**config.mk**
```make
export PLATFORM = sky130hd
export DESIGN_NAME = ram_nit_unpacker
export DESIGN_NICKNAME = d
export VERILOG_FILES = /design/src/rtl/ram_nit_unpacker.sv
export SDC_FILE = /design/constraint.sdc
export NUM_CORES = 1
export LEC_CHECK = 0
export CAP_MARGIN = 20
export CORE_ASPECT_RATIO = 0.8
export CORE_UTILIZATION = 48
export CTS_BUF_LIST = sky130_fd_sc_hd__clkbuf_4
export DETAILED_ROUTE_END_ITERATION = 16
export GPL_TIMING_DRIVEN = 0
export PLACE_DENSITY = 0.86
export SLEW_MARGIN = 20
export SYNTH_ARGS = -nofsm -noshare
export SYNTH_HDL_FRONTEND = slang
export SYNTH_SLANG_ARGS = --single-unit
export TNS_END_PERCENT = 10
```
**constraint.sdc**
```tcl
create_clock -name clk -period 1.4 [get_ports clk]
set_clock_uncertainty 0.15 [all_clocks]
set_input_delay 0.21 -clock clk [delete_from_list [all_inputs] [get_ports clk]]
set_output_delay 0.21 -clock clk [all_outputs]
set_load 0.01 [all_outputs]
```
**src/rtl/ram_nit_unpacker.sv**
```systemverilog
// ram_nit_unpacker: reads program RAM words and serializes each into color nits, MS pair first.
module ram_nit_unpacker #(
    parameter int ADDR_WIDTH    = 8,
    parameter int DATA_WIDTH    = 12,
    parameter int NIT_WIDTH     = 2,
    parameter int NITS_PER_WORD = DATA_WIDTH / NIT_WIDTH
) (
    input  logic                  clk,
    input  logic                  reset,
    input  logic                  start,
    input  logic [ADDR_WIDTH-1:0] lastAddress,
    output logic [ADDR_WIDTH-1:0] ramReadAddress,
    input  logic [DATA_WIDTH-1:0] ramReadData,
    output logic                  nitValid,
    output logic [NIT_WIDTH-1:0]  nit,
    input  logic                  nitReady,
    output logic [ADDR_WIDTH-1:0] wordAddress,
    output logic                  busy,
    output logic                  done
);
    typedef enum logic [2:0] {S_IDLE, S_FETCH, S_LOAD, S_SEND, S_DONE} state_t;
    localparam logic [2:0] LAST_NIT = 3'(NITS_PER_WORD - 1);
    state_t                r_state, w_next;
    logic [DATA_WIDTH-1:0] r_shift;
    logic [2:0]            r_count;
    logic [ADDR_WIDTH-1:0] r_last;
    logic                  w_fire, w_last_nit, w_last_word;
    assign w_fire      = (r_state == S_SEND) && nitReady;
    assign w_last_nit  = r_count == LAST_NIT;
    assign w_last_word = ramReadAddress == r_last;
    assign nitValid    = r_state == S_SEND;
    assign nit         = r_shift[DATA_WIDTH-1 -: NIT_WIDTH];
    assign busy        = r_state != S_IDLE;
    assign done        = r_state == S_DONE;
    always_ff @(posedge clk or posedge reset) begin
        if (reset) r_state <= S_IDLE;
        else       r_state <= w_next;
    end
    always_comb begin
        w_next = r_state;
        case (r_state)
            S_IDLE:  w_next = start ? S_FETCH : S_IDLE;
            S_FETCH: w_next = S_LOAD;
            S_LOAD:  w_next = S_SEND;
            S_SEND:  w_next = (w_fire && w_last_nit) ? (w_last_word ? S_DONE : S_FETCH) : S_SEND;
            default: w_next = S_IDLE;
        endcase
    end
    // The read address only advances between words, so it never wraps past the last word.
    always_ff @(posedge clk or posedge reset) begin
        if (reset) begin
            ramReadAddress <= '0;
            wordAddress    <= '0;
            r_shift        <= '0;
            r_count        <= '0;
            r_last         <= '0;
        end else if (r_state == S_IDLE && start) begin
            r_last         <= lastAddress;
            ramReadAddress <= '0;
        end else if (r_state == S_LOAD) begin
            r_shift     <= ramReadData;
            r_count     <= '0;
            wordAddress <= ramReadAddress;
        end else if (w_fire) begin
            r_shift <= r_shift << NIT_WIDTH;
            r_count <= r_count + 3'd1;
            if (w_last_nit && !w_last_word) ramReadAddress <= ramReadAddress + 1'b1;
        end
    end
endmodule

```
==> results of run 1 <==
-- cells in the final DEF (no fill, tap or decap), types with 2 or more instances in the layout --
cell / instances
buf_6: 11
inv_1: 2
dfrtp_2: 8
nand3_1: 6
dfrtp_1: 34
mux2_2: 7
nor2_4: 2
o211ai_1: 4
clkdlybuf4s50_1: 23
buf_12: 2
mux2i_1: 18
buf_2: 7
xnor2_2: 4
clkbuf_4: 8
xnor2_4: 4
clkdlybuf4s15_1: 5
o21ai_1: 12
ha_1: 3
buf_4: 17
nand4_4: 2
clkbuf_2: 6
o2111ai_2: 2
nand2b_1: 4
and3_1: 2
and4_1: 2
nand2_1: 46
-- registers in the layout, indices dropped and copies added, names as in the netlist --
register / count
r_count: 3
r_last: 8
r_shift: 12
r_state: 3
ramReadAddress: 8
wordAddress: 8
-- area by class of cell --
| class | instances | area share |
|---|---|---|
| inverters | 4 | 0.00587 |
| repair buffers | 62 | 0.187 |
| well taps | 57 | 0.0239 |
| clock buffers | 8 | 0.0201 |
| multi-input cells | 135 | 0.370 |
| flip-flops and latches | 42 | 0.355 |
| plain buffers | 12 | 0.0373 |
-- worst reg2reg max path, cell delays in order (launching register included) --
cell       delay [ns]
dfrtp_2          0.48
xnor2_2          0.22
nand4_4          0.22
o2111ai_2        0.27
mux2i_1          0.23
-- logic make-up after synthesis --
family | Yosys count | synth area share
XOR/XNOR | 9 | 0.0538
flip-flops | 42 | 0.486
adder cells (fa/ha/maj) | 3 | 0.0173
buffers and inverters | 16 | 0.0486
multiplexers | 26 | 0.125
AND/OR/NAND/NOR | 77 | 0.214
AO/OA/AOI/OAI | 20 | 0.0561
-- path summary, 6_finish.rpt --
path / from / end / slack, ns / depth (start not counted)
setup reg to reg: ramReadAddress[1] / ramReadAddress[5] / -0.24 / 4
setup / recovery: r_state[1] / busy / -0.25 / 2
hold / removal: ramReadData[0] / r_shift[0] / 0.23 / 3
hold reg to reg: wordAddress[2] / wordAddress[2] / 0.35 / 2
min in group asynchronous: reset / r_shift[9] / 0.48 / 3
max in group asynchronous: reset / r_state[0] / 0.17 / 4
-- per-stage QoR --
stage / hold WS (ns) / power, W / cell area [µm²] / TNS, ns / utilization
after floorplan: 0.165 / 0.00357 / 2230 / -1.38 / -
after global placement: 0.310 / 0.00407 / 2740 / -43.19 / 0.645
after detailed placement: 0.312 / 0.00415 / 2760 / -10.61 / 0.649
after CTS: 0.240 / 0.00511 / 2960 / -6.24 / 0.696
after global routing: 0.237 / 0.00555 / 2990 / -8.31 / 0.701
final: 0.231 / 0.00523 / 2990 / -5.43 / 0.701
-- what timing repair did --
action,CTS,global route
buffers inserted,13,3
hold buffers,1,0
hold endpoints to repair,9,0
endpoints found under the setup margin,62,61
pin swaps,11,3
gates resized for setup,64,25
-- routing by layer --
| metal | global-route usage | vias to the layer above |
|---|---|---|
| li1 | - | 800 |
| met3 | 0.0453 | 8 |
| met1 | 0.278 | 800 |
| met2 | 0.347 | 42 |
| met5 | 0 | - |
| met4 | 0.0943 | 0 |
-- power by group --
part | internal, W | switching, W
logic | 0.00135 | 0.00129
clock network | 0.000259 | 0.000375
registers | 0.00160 | 0.000356
==> impl_metrics.toml, run 1 <==
[logic_synthesis]
async_flop_share = 1.00
synthFlopType = "dfrtp_1"
ys_seq_area_frac = 0.486
synth_area_mm2 = 0.00216
syn_inst = 193
yosysWarnings = 0
synth_edf_count = 0
synth.distinct_cells = 40
synthMostInstantiatedCell = "nand2_1"
syn_area_per_cell_um2 = 11.2
ys_ff_latch = 42
synth_area_leaders = "dfrtp_1 49%, mux2i_1 8.3%, nand2_1 8.0%, xnor2_2 3.8%, mux2_2 3.6%"
synthDominantCellAreaShare = 0.486
yosysTopAreaCell = "dfrtp_1"
synth_nets = 220
synth_common_cells = "46 x nand2_1, 42 x dfrtp_1, 18 x mux2i_1"

[clock_tree]
h-tree-depth = 2
clock-root-buffer = "clkbuf_4"
numCtsBuffers = 5
clk_latency_ns = 0.36
clockBufferDepth = 2
clkSinkCount = 42
path_clk_slew_ns = 0.12
cts_tree = "done"

[timing]
maxSlewViolCount = 0
fin_ws_ns = -0.247
rsz0062_at_grt = "yes"
hold_viol_final = 0
setup_violations = 45
tightest_slew_ns = 0.317
clock.fmax_mhz = 607
relSlewSlack = 0.788
post-route-period-util = 1.18
fin_crit_ns = 1.65

[detailed_routing]
drtIter0Drc = 114
drt_wl_total_um = 4550
first_pass_iters = 4
routed_via_density = 5.16
vias = 1650
highest_layer = "met4"
wl_met3_um = 205
wl_met1_um = 2150
drcViolationCount = 0
wl_per_cell_um = 14.2
wl_met2_um = 2130
drtAntennaViolNets = 0

[floorplanning]
ioPinCount = 45
dieArea_mm2 = 0.00478
floorplan.initialDensity = 0.509
rows = 21
core_mm2 = 0.00426
chipHeight_um = 62.1
dieWidth_um = 77.1

[setup_path]
critical-path-top-delay-family = "flip-flops"
crit_path_start_kind = "flop"
cpPeakStageDelay_ns = 0.43
cp_max_fo = 3
required_ns = 1.04
cp_cell_sequence = "or3_1 > buf_2"
arrival_ns = 1.29
worstSetupPathType = "reg2out"
cpMaxStageDelayCell = "dfrtp_2"
end_kind = "output port"
crit_buf_inv = 1

[layout]
area_growth_pct = 37.9
ff_latch_area_mm2 = 0.00106
nFillCells = 321
antenna_cells = 0
fin_cells = 320
multi_input_area_mm2 = 0.00110
nets = 289
drive_gt1_frac = 0.346

[global_route]
grt_max_degree = 34
grt_pass1_vias = 1567
gr-total-overflow = 0
grt_pass1_wl_um = 7470
grt.total_usage = 0.211
grt_antenna_before_repair = 0

[power]
leakage_nw = 1.44
vdd_drop_max_mv = 0.968
p_per_area_mw_per_mm2 = 1750

[place]
port_buffers = 44
gp_congestion = 0.752
dp_slack_ns = -0.424
dp_cells = 295
dp_hpwl_um = 3100

[outcome]
violations = "setup timing"
outcome = "finished with violations"

[worst_hold_path]
hold_path.class = "in2reg"

[flow_run]
cap_viol_max_count = 0
No activity file was read; power rests on OpenSTA's default activity.
==> inputs of run 2 (changes only) <==
--- a/config.mk
+++ b/config.mk
@@ -9,6 +9,7 @@
 export CORE_ASPECT_RATIO = 0.8
 export CORE_UTILIZATION = 48
 export CTS_BUF_LIST = sky130_fd_sc_hd__clkbuf_4
+export CTS_CLUSTER_SIZE = 25
 export DETAILED_ROUTE_END_ITERATION = 16
 export GPL_TIMING_DRIVEN = 0
 export PLACE_DENSITY = 0.86
==> results of run 2 <==
Final layout, timing and power as in run 1 (identical DEF).
==> inputs of run 3 (changes only) <==
--- a/config.mk
+++ b/config.mk
@@ -12,7 +12,8 @@
 export CTS_CLUSTER_SIZE = 25
 export DETAILED_ROUTE_END_ITERATION = 16
 export GPL_TIMING_DRIVEN = 0
-export PLACE_DENSITY = 0.86
+export PLACE_DENSITY = 0.85
+export RECOVER_POWER = 100
 export SLEW_MARGIN = 20
 export SYNTH_ARGS = -nofsm -noshare
 export SYNTH_HDL_FRONTEND = slang
==> run 3 against run 2 <==
Net effect:
- the run still ends with setup timing left
- highest routed layer unchanged
- final area grew 1.2%
- critical path depth is 1 higher
- clock-buffer cell count down 2
- largest cell class unchanged
- sequential power is essentially flat
==> impl_metrics.toml, run 3 (synthesis gave the netlist of run 1 again) <==
[outcome]
outcome = "finished with violations"
violations = "setup timing"

[power]
p_clk_frac = 0.119
power_frac_seq = 0.370
swShare = 0.400
combPwrFrac = 0.511
switchingPower_w = 0.00211
p_int_w = 0.00317
leakage_nw = 1.43
vdd_drop_max_mv = 0.939
p_per_area_mw_per_mm2 = 1750

[clock_tree]
clk_latency_ns = 0.38
cts_tree = "done"
h-tree-depth = 2
clkSinkCount = 42
clock-root-buffer = "clkbuf_4"
path_clk_slew_ns = 0.14
numCtsBuffers = 5
clockBufferDepth = 2

[layout]
largest_reg_flops = 12
layout_common_cells = "46 x nand2_1, 36 x dfrtp_1, 22 x clkdlybuf4s50_1"
design_area_mm2 = 0.00302
area_growth_pct = 39.5
antenna_cells = 0
drive_gt1_frac = 0.332
nets = 294
regMostFlops = "r_shift"
final_common_cell = "nand2_1"
fin_cells = 325

[detailed_routing]
drt_wl_total_um = 5150
vias = 1687
drtAntennaViolNets = 0
wl_per_cell_um = 15.8
routed_via_density = 5.19
first_pass_iters = 4
drcViolationCount = 0
drtIter0Drc = 128

[place]
dp_hpwl_um = 3030
gp_congestion = 0.750
place_area_mm2 = 0.00276
dp_cells = 295
dp_slack_ns = -0.437
port_buffers = 44

[timing]
setup_violations = 81
fin_crit_ns = 1.71
post-route-period-util = 1.22
maxSlewViolCount = 0
tightest_slew_ns = 0.379
hold_viol_final = 0
rsz0062_at_grt = "yes"
fin_ws_ns = -0.315
relSlewSlack = 0.747
fin_tns_setup_ns = -8.58
clock.fmax_mhz = 583

[flow_run]
cap_viol_max_count = 0

[setup_path]
worstSetupPathType = "reg2out"
cp_max_fo = 2
r2r_slack_ns = -0.25
crit_path_start_kind = "flop"
cp_cell_sequence = "buf_6 > or3_1 > buf_2"
cpMaxStageDelayCell = "dfrtp_2"
end_kind = "output port"
arrival_ns = 1.35
cpPeakStageDelay_ns = 0.43
required_ns = 1.04

[floorplanning]
core_mm2 = 0.00426
dieWidth_um = 77.1
floorplan.initialDensity = 0.509
chipHeight_um = 62.1
rows = 21
dieArea_mm2 = 0.00478
ioPinCount = 45

[global_route]
grt_pass1_wl_um = 7850
grt_max_degree = 36
grt_pass1_vias = 1601
grt.total_usage = 0.222
grt_antenna_before_repair = 0
gr-total-overflow = 0

[worst_hold_path]
hold_path.class = "in2reg"
run 3: cell types whose count changed in the layout (fill, tap and decap cells not counted), moves of 3 or more:
cell / before / now
clkbuf_1: 0 / 10
clkdlybuf4s15_1: 5 / 1
buf_2: 7 / 4
clkbuf_2: 6 / 1
buf_6: 11 / 17
run 3: worst paths after layout:
path,start,endpoint,depth (start not counted)
worst max-delay path,r_state[0],busy,3
max in group asynchronous,reset,r_state[1],4
min in group asynchronous,reset,r_shift[0],3
worst min register to register,wordAddress[1],wordAddress[1],2
worst min-delay path,ramReadData[10],r_shift[10],3
worst max register to register,r_state[0],r_last[7],5
run 3: worst max-delay path: cells and delay by family, from the launching register on:
family | cells | cell delay, ns
buffers and inverters | 2 | 0.25
AND/OR/NAND/NOR | 1 | 0.29
flip-flops | 1 | 0.43
run 3: timing repair:
action | in CTS | in global routing
setup buffers | 15 | 6
hold endpoints to repair | 7 | 0
hold buffers | 1 | 0
cloned | 0 | 0
endpoints found under the setup margin | 61 | 62
gates resized for setup | 70 | 35
pin swaps | 4 | 12
run 3: final cells by class:
class / count / area [µm²]
fill: 311 / 1240
clock buffer: 6 / 45.0
tap: 57 / 71.3
sequential: 42 / 1060
multi-input combinational: 135 / 1120
timing repair buffer: 67 / 576
clock inverter: 2 / 8.76
buffer: 12 / 123
inverter: 4 / 17.5
run 3: stage by stage:
stage | utilization | hold WS (ns) | total power [W]
detailed placement | 0.649 | 0.313 | 0.00416
floorplan | - | 0.165 | 0.00357
global placement | 0.645 | 0.311 | 0.00408
finish | 0.710 | 0.223 | 0.00528
CTS | 0.696 | 0.213 | 0.00494
global route | 0.710 | 0.220 | 0.00559
run 3: per-layer routing:
| layer | track usage | wire length (µm) | vias to the layer above |
|---|---|---|---|
| met5 | 0 | 0 | - |
| met4 | 0.0916 | 99 | 0 |
| met3 | 0.0394 | 229 | 7 |
| met2 | 0.370 | 2490 | 55 |
| met1 | 0.296 | 2330 | 814 |
| li1 | - | - | 811 |
run 3: power groups by stage:
stage                     clock (W)  combinational, W  sequential [W]
after floorplan                   0           0.00164         0.00193
after global routing       0.000687           0.00291         0.00199
final                      0.000628           0.00270         0.00195
after global placement            0           0.00212         0.00197
after CTS                  0.000621           0.00242         0.00190
after detailed placement          0           0.00217         0.00198
==> RTL edit 1, RTL diff (flow settings as in run 3) <==
The 5 states of `state_t` get a one-hot encoding in 5 bits.
--- a/src/rtl/ram_nit_unpacker.sv
+++ b/src/rtl/ram_nit_unpacker.sv
@@ -18,7 +18,7 @@
     output logic                  busy,
     output logic                  done
 );
-    typedef enum logic [2:0] {S_IDLE, S_FETCH, S_LOAD, S_SEND, S_DONE} state_t;
+    typedef enum logic [4:0] {S_IDLE = 5'b00001, S_FETCH = 5'b00010, S_LOAD = 5'b00100, S_SEND = 5'b01000, S_DONE = 5'b10000} state_t;
     localparam logic [2:0] LAST_NIT = 3'(NITS_PER_WORD - 1);
     state_t                r_state, w_next;
     logic [DATA_WIDTH-1:0] r_shift;
Function: no difference found for any inputs over 10 cycles, from zero or initial values and one cycle with reset high; not proved beyond that.
==> RTL edit 1 against run 3 <==
The flow still finishes with violations (negative setup slack). Worst setup slack worse by 130 ps. Non-clock buffer count is 4 lower. Sequential cell count is 2 higher. Maximum frequency is 7.1% lower. Final area is 4.0% higher. Power is 9.9% lower. Hold slack worse by 21 ps. Synthesized area is 3.3% higher. Routed wire length is 19% higher. Combinational power is 26% lower. First-iteration DRC count is 53% higher. Global-route usage is 2.6 points higher.
==> RTL edit 1: results <==
synthesis:
  synth.top_cells.by_area: "dfrtp_1 48%, nand2_1 8.2%, mux2i_1 8.1%"
  synth_common_cells: "49 x nand2_1, 43 x dfrtp_1, 18 x mux2i_1, 8 x mux2_1"
  yosysUniqueCellTypes: 36
  xor_xnor_portion_of_the_synthesized_cell_area: 0.0526
  synthAdderAreaFrac: 0.0168
  synth_compound_area_frac: 0.0526
  synth_fp_nets: 235
global_route:
  global_route.usage.total: 0.248
  grtUsageMet3: 0.0730
  grt_pass1_wl_um: 9200
  met2_usage: 0.349
setup_path:
  crit_required_ps: 1510
  timing.critical_path.to_type: "register"
  reg2regPathDepth: 7
  timing.critical_path.slowest_cell_delay_ps: 580
  slowest_stage: "dfstp_2"
  timing.rr.end: "ramReadAddress[7]"
outcome:
  failing_checks: "negative setup slack"
  status: "finished, violations left"
route:
  drtIter0Drc: 196
place:
  dpl_cell_area_mm2: 0.00278
timing:
  worst-slew-pin-transition_ps: 772
  minimum_setup_slack_in_the_final_design_ps: -447
  final-setup-viol-count: 50
cells_and_area:
  drive_above_1_share: 0.361
==> RTL edit 1: changes by cell type after synthesis, moves of 3 or more <==
| cell | delta |
|---|---|
| o211ai_1 | -4 |
| nand4_1 | +3 |
| nor2_1 | +5 |
| xor2_1 | +5 |
| mux2_2 | -7 |
| xnor2_2 | -5 |
| a211oi_1 | +5 |
| o21ai_0 | +5 |
| or2b_1 | +3 |
| nand2_1 | +3 |
| xor2_2 | +4 |
| xnor2_1 | -3 |
| o21ai_1 | -7 |
| mux2_1 | +7 |
==> RTL edit 1: area by class of cell <==
class                      instances  area [um2]
buffer                            11         144
inverter                           5        18.8
multi-input combinational        148        1180
fill                             322        1190
timing repair buffer              64         536
tap                               57        71.3
clock buffer                       6        45.0
sequential                        44        1110
clock inverter                     2        35.0
==> RTL edit 1: critical path, delay by kind of cell, from the launching register on <==
family	cells	cell delay [ps]
buf+inv	4	600
simple gates	2	320
flops	1	580
mux	1	70
==> RTL edit 1: stage by stage <==
step | total power, uW | std cells | worst slack, ps
2_1_floorplan | 2790 | 208 | -227
3_3_place_gp | 3110 | 309 | -977
3_5_place_dp | 3190 | 310 | -638
4_1_cts | 4470 | 334 | -397
5_1_grt | 4980 | 337 | -493
6_report | 4760 | 337 | -447
==> RTL edit 1: worst min-delay path by stage <==
stage               slack (ps)      startpoint              to  depth (start not counted)
detailed placement         320  wordAddress[5]  wordAddress[5]                          2
finish                     200  ramReadData[9]      r_shift[9]                          3
floorplan                  170  ramReadData[0]      r_shift[0]                          2
global placement           310  wordAddress[7]  wordAddress[7]                          2
global route               200  ramReadData[0]      r_shift[0]                          3
CTS                          1           reset      r_shift[0]                          2
==> RTL edit 1: logic make-up (layout without fill, tap and decap cells) <==
group                    Yosys count  count (layout)
XOR/XNOR                          10              10
AND/OR/NAND/NOR                   90              90
flip-flops                        44              44
multiplexers                      26              26
buffers and inverters             16              88
AO/OA/AOI/OAI                     19              19
adder cells (fa/ha/maj)            3               3
==> RTL edit 1: metal layers <==
layer,vias to the layer above,share of wire
met3,18,0.072
li1,843,-
met2,83,0.47
met1,918,0.44
met5,-,0
met4,0,0.022
==> RTL edit 1: where the power goes <==
part           total, uW  switching, uW  internal [uW]
Sequential          1920            301           1620
Clock                830            437            394
Combinational       2010            931           1080
Total               4760           1670           3090
==> RTL edit 1: timing repair <==
action                                 4_1_cts  5_1_grt
setup endpoints to repair                   64       62
buffers inserted                            15        2
resized for setup                           93       46
endpoints found under the hold margin        0        0
pin swaps                                    5        5
gates cloned                                 1        1
==> RTL edit 2, RTL diff (flow settings as in run 3) <==
Without the edit above. The parameter `ADDR_WIDTH` goes from 8 to 9.
--- a/src/rtl/ram_nit_unpacker.sv
+++ b/src/rtl/ram_nit_unpacker.sv
@@ -1,6 +1,6 @@
 // ram_nit_unpacker: reads program RAM words and serializes each into color nits, MS pair first.
 module ram_nit_unpacker #(
-    parameter int ADDR_WIDTH    = 8,
+    parameter int ADDR_WIDTH    = 9,
     parameter int DATA_WIDTH    = 12,
     parameter int NIT_WIDTH     = 2,
     parameter int NITS_PER_WORD = DATA_WIDTH / NIT_WIDTH
Interface: changed (resized lastAddress, ramReadAddress and wordAddress); port bits go from 45 to 48. The function was not compared with the original's and may differ.
==> RTL edit 2 against run 3 <==
The run still ends with negative setup slack left. Clock power is 3.5% higher. Final area grew 9.5%. Worst setup slack lost 250 ps. Cell count increased by 14%. Routed wire length increased by 26%. Power up 1.8%. Synthesized area is 1.1% lower. Sequential cell count grew 3. Register-to-register slack got worse by 310 ps. Critical endpoint is now ramReadAddress[6]. Highest routed layer unchanged.
==> RTL edit 2: results <==
outcome:
  status: "finished, violations left"
  failing_checks: "negative setup slack"
timing:
  tns_setup_ps: -13720
  minimum_setup_slack_in_the_final_design_ps: -560
  final.hold.worst_slack_ps: 199
  final-setup-viol-count: 82
  relSlewSlack: 0.637
place:
  dpl_worst_slack_ps: -606
  dpl_cell_area_mm2: 0.00273
  dp_hpwl_um: 3230
  dp.cells: 325
  gp_congestion: 0.851
setup_path:
  timing.critical_path.slowest_cell_delay_ps: 570
  path_max_fanout: 3
  critical_path.startpoint: "r_state[2]"
  reg2reg_slack_ps: -560
  slowest_stage: "or4_1"
  reg2regPathDepth: 7
synthesis:
  yosysUniqueCellTypes: 33
  xor_xnor_portion_of_the_synthesized_cell_area: 0.0491
  synth_fp_nets: 248
  synth_sequential_area_ratio: 0.526
  synth_compound_area_frac: 0.0695
  synth_common_cells: "73 x nand2_1, 45 x dfrtp_1, 14 x o21ai_0, 13 x mux2i_1, 10 x xnor2_1"
  synth.top_cells.by_area: "dfrtp_1 53%, nand2_1 13%, mux2i_1 6.1%"
route:
  dr_total_vias: 2091
  drtPass1Iterations: 5
hold_path:
  whs_endpoint: "r_last[3]"
cells_and_area:
  postLayoutCoreUtil: 0.782
  layout.filler_cells: 221
power:
  p_int_uw: 3260
## RTL edit 2: cell types whose count changed in the layout (fill, tap and decap cells not counted), moves of 4 or more
cell / run 3 / this run
nand2_1: 46 / 71
buf_4: 18 / 29
mux2_2: 7 / 0
clkbuf_1: 10 / 4
clkdlybuf4s15_1: 1 / 7
mux2i_1: 18 / 12
dfrtp_2: 6 / 11
xnor2_1: 0 / 5
xnor2_4: 5 / 0
nand2b_1: 4 / 0
o21ai_0: 1 / 5
o21ai_1: 12 / 8
## RTL edit 2: cell type report
class	instances	area share
Buffer	10	0.0367
Clock buffer	7	0.0159
Clock inverter	1	0.00114
Inverter	6	0.00757
Multi-Input combinational cell	159	0.337
Sequential cell	45	0.345
Tap cell	57	0.0216
Timing Repair Buffer	84	0.235
## RTL edit 2: metal layers
metal / vias to the layer above / share of wire / GRT usage
met5: - / 0 / 0
met4: 0 / 0.025 / 0.0989
met3: 26 / 0.091 / 0.0453
met2: 132 / 0.48 / 0.413
met1: 1015 / 0.40 / 0.353
li1: 918 / - / -
## RTL edit 2: logic make-up (layout without fill, tap and decap cells)
kind of cell | count (synthesis) | count (layout)
adders and majority gates | 3 | 3
and+or+nand+nor | 108 | 108
muxes | 13 | 13
xor gates and xnor gates | 12 | 12
buffers and inverters | 16 | 108
AOI/OAI and AO/OA | 23 | 23
DFF | 45 | 45
## RTL edit 2: critical path, delay by kind of cell (launching register included)
| family | cells | cell delay, ps |
|---|---|---|
| AND/OR/NAND/NOR | 5 | 1060 |
| buffers and inverters | 2 | 260 |
| flip-flops | 1 | 440 |
## RTL edit 2: power groups by stage
stage	registers [uW]	logic, uW	clock network [uW]
after detailed placement	2060	1760	0
after floorplan	2010	1150	0
after global routing	2090	2880	714
after global placement	2040	1690	0
final	2060	2670	650
after CTS	2040	2180	639
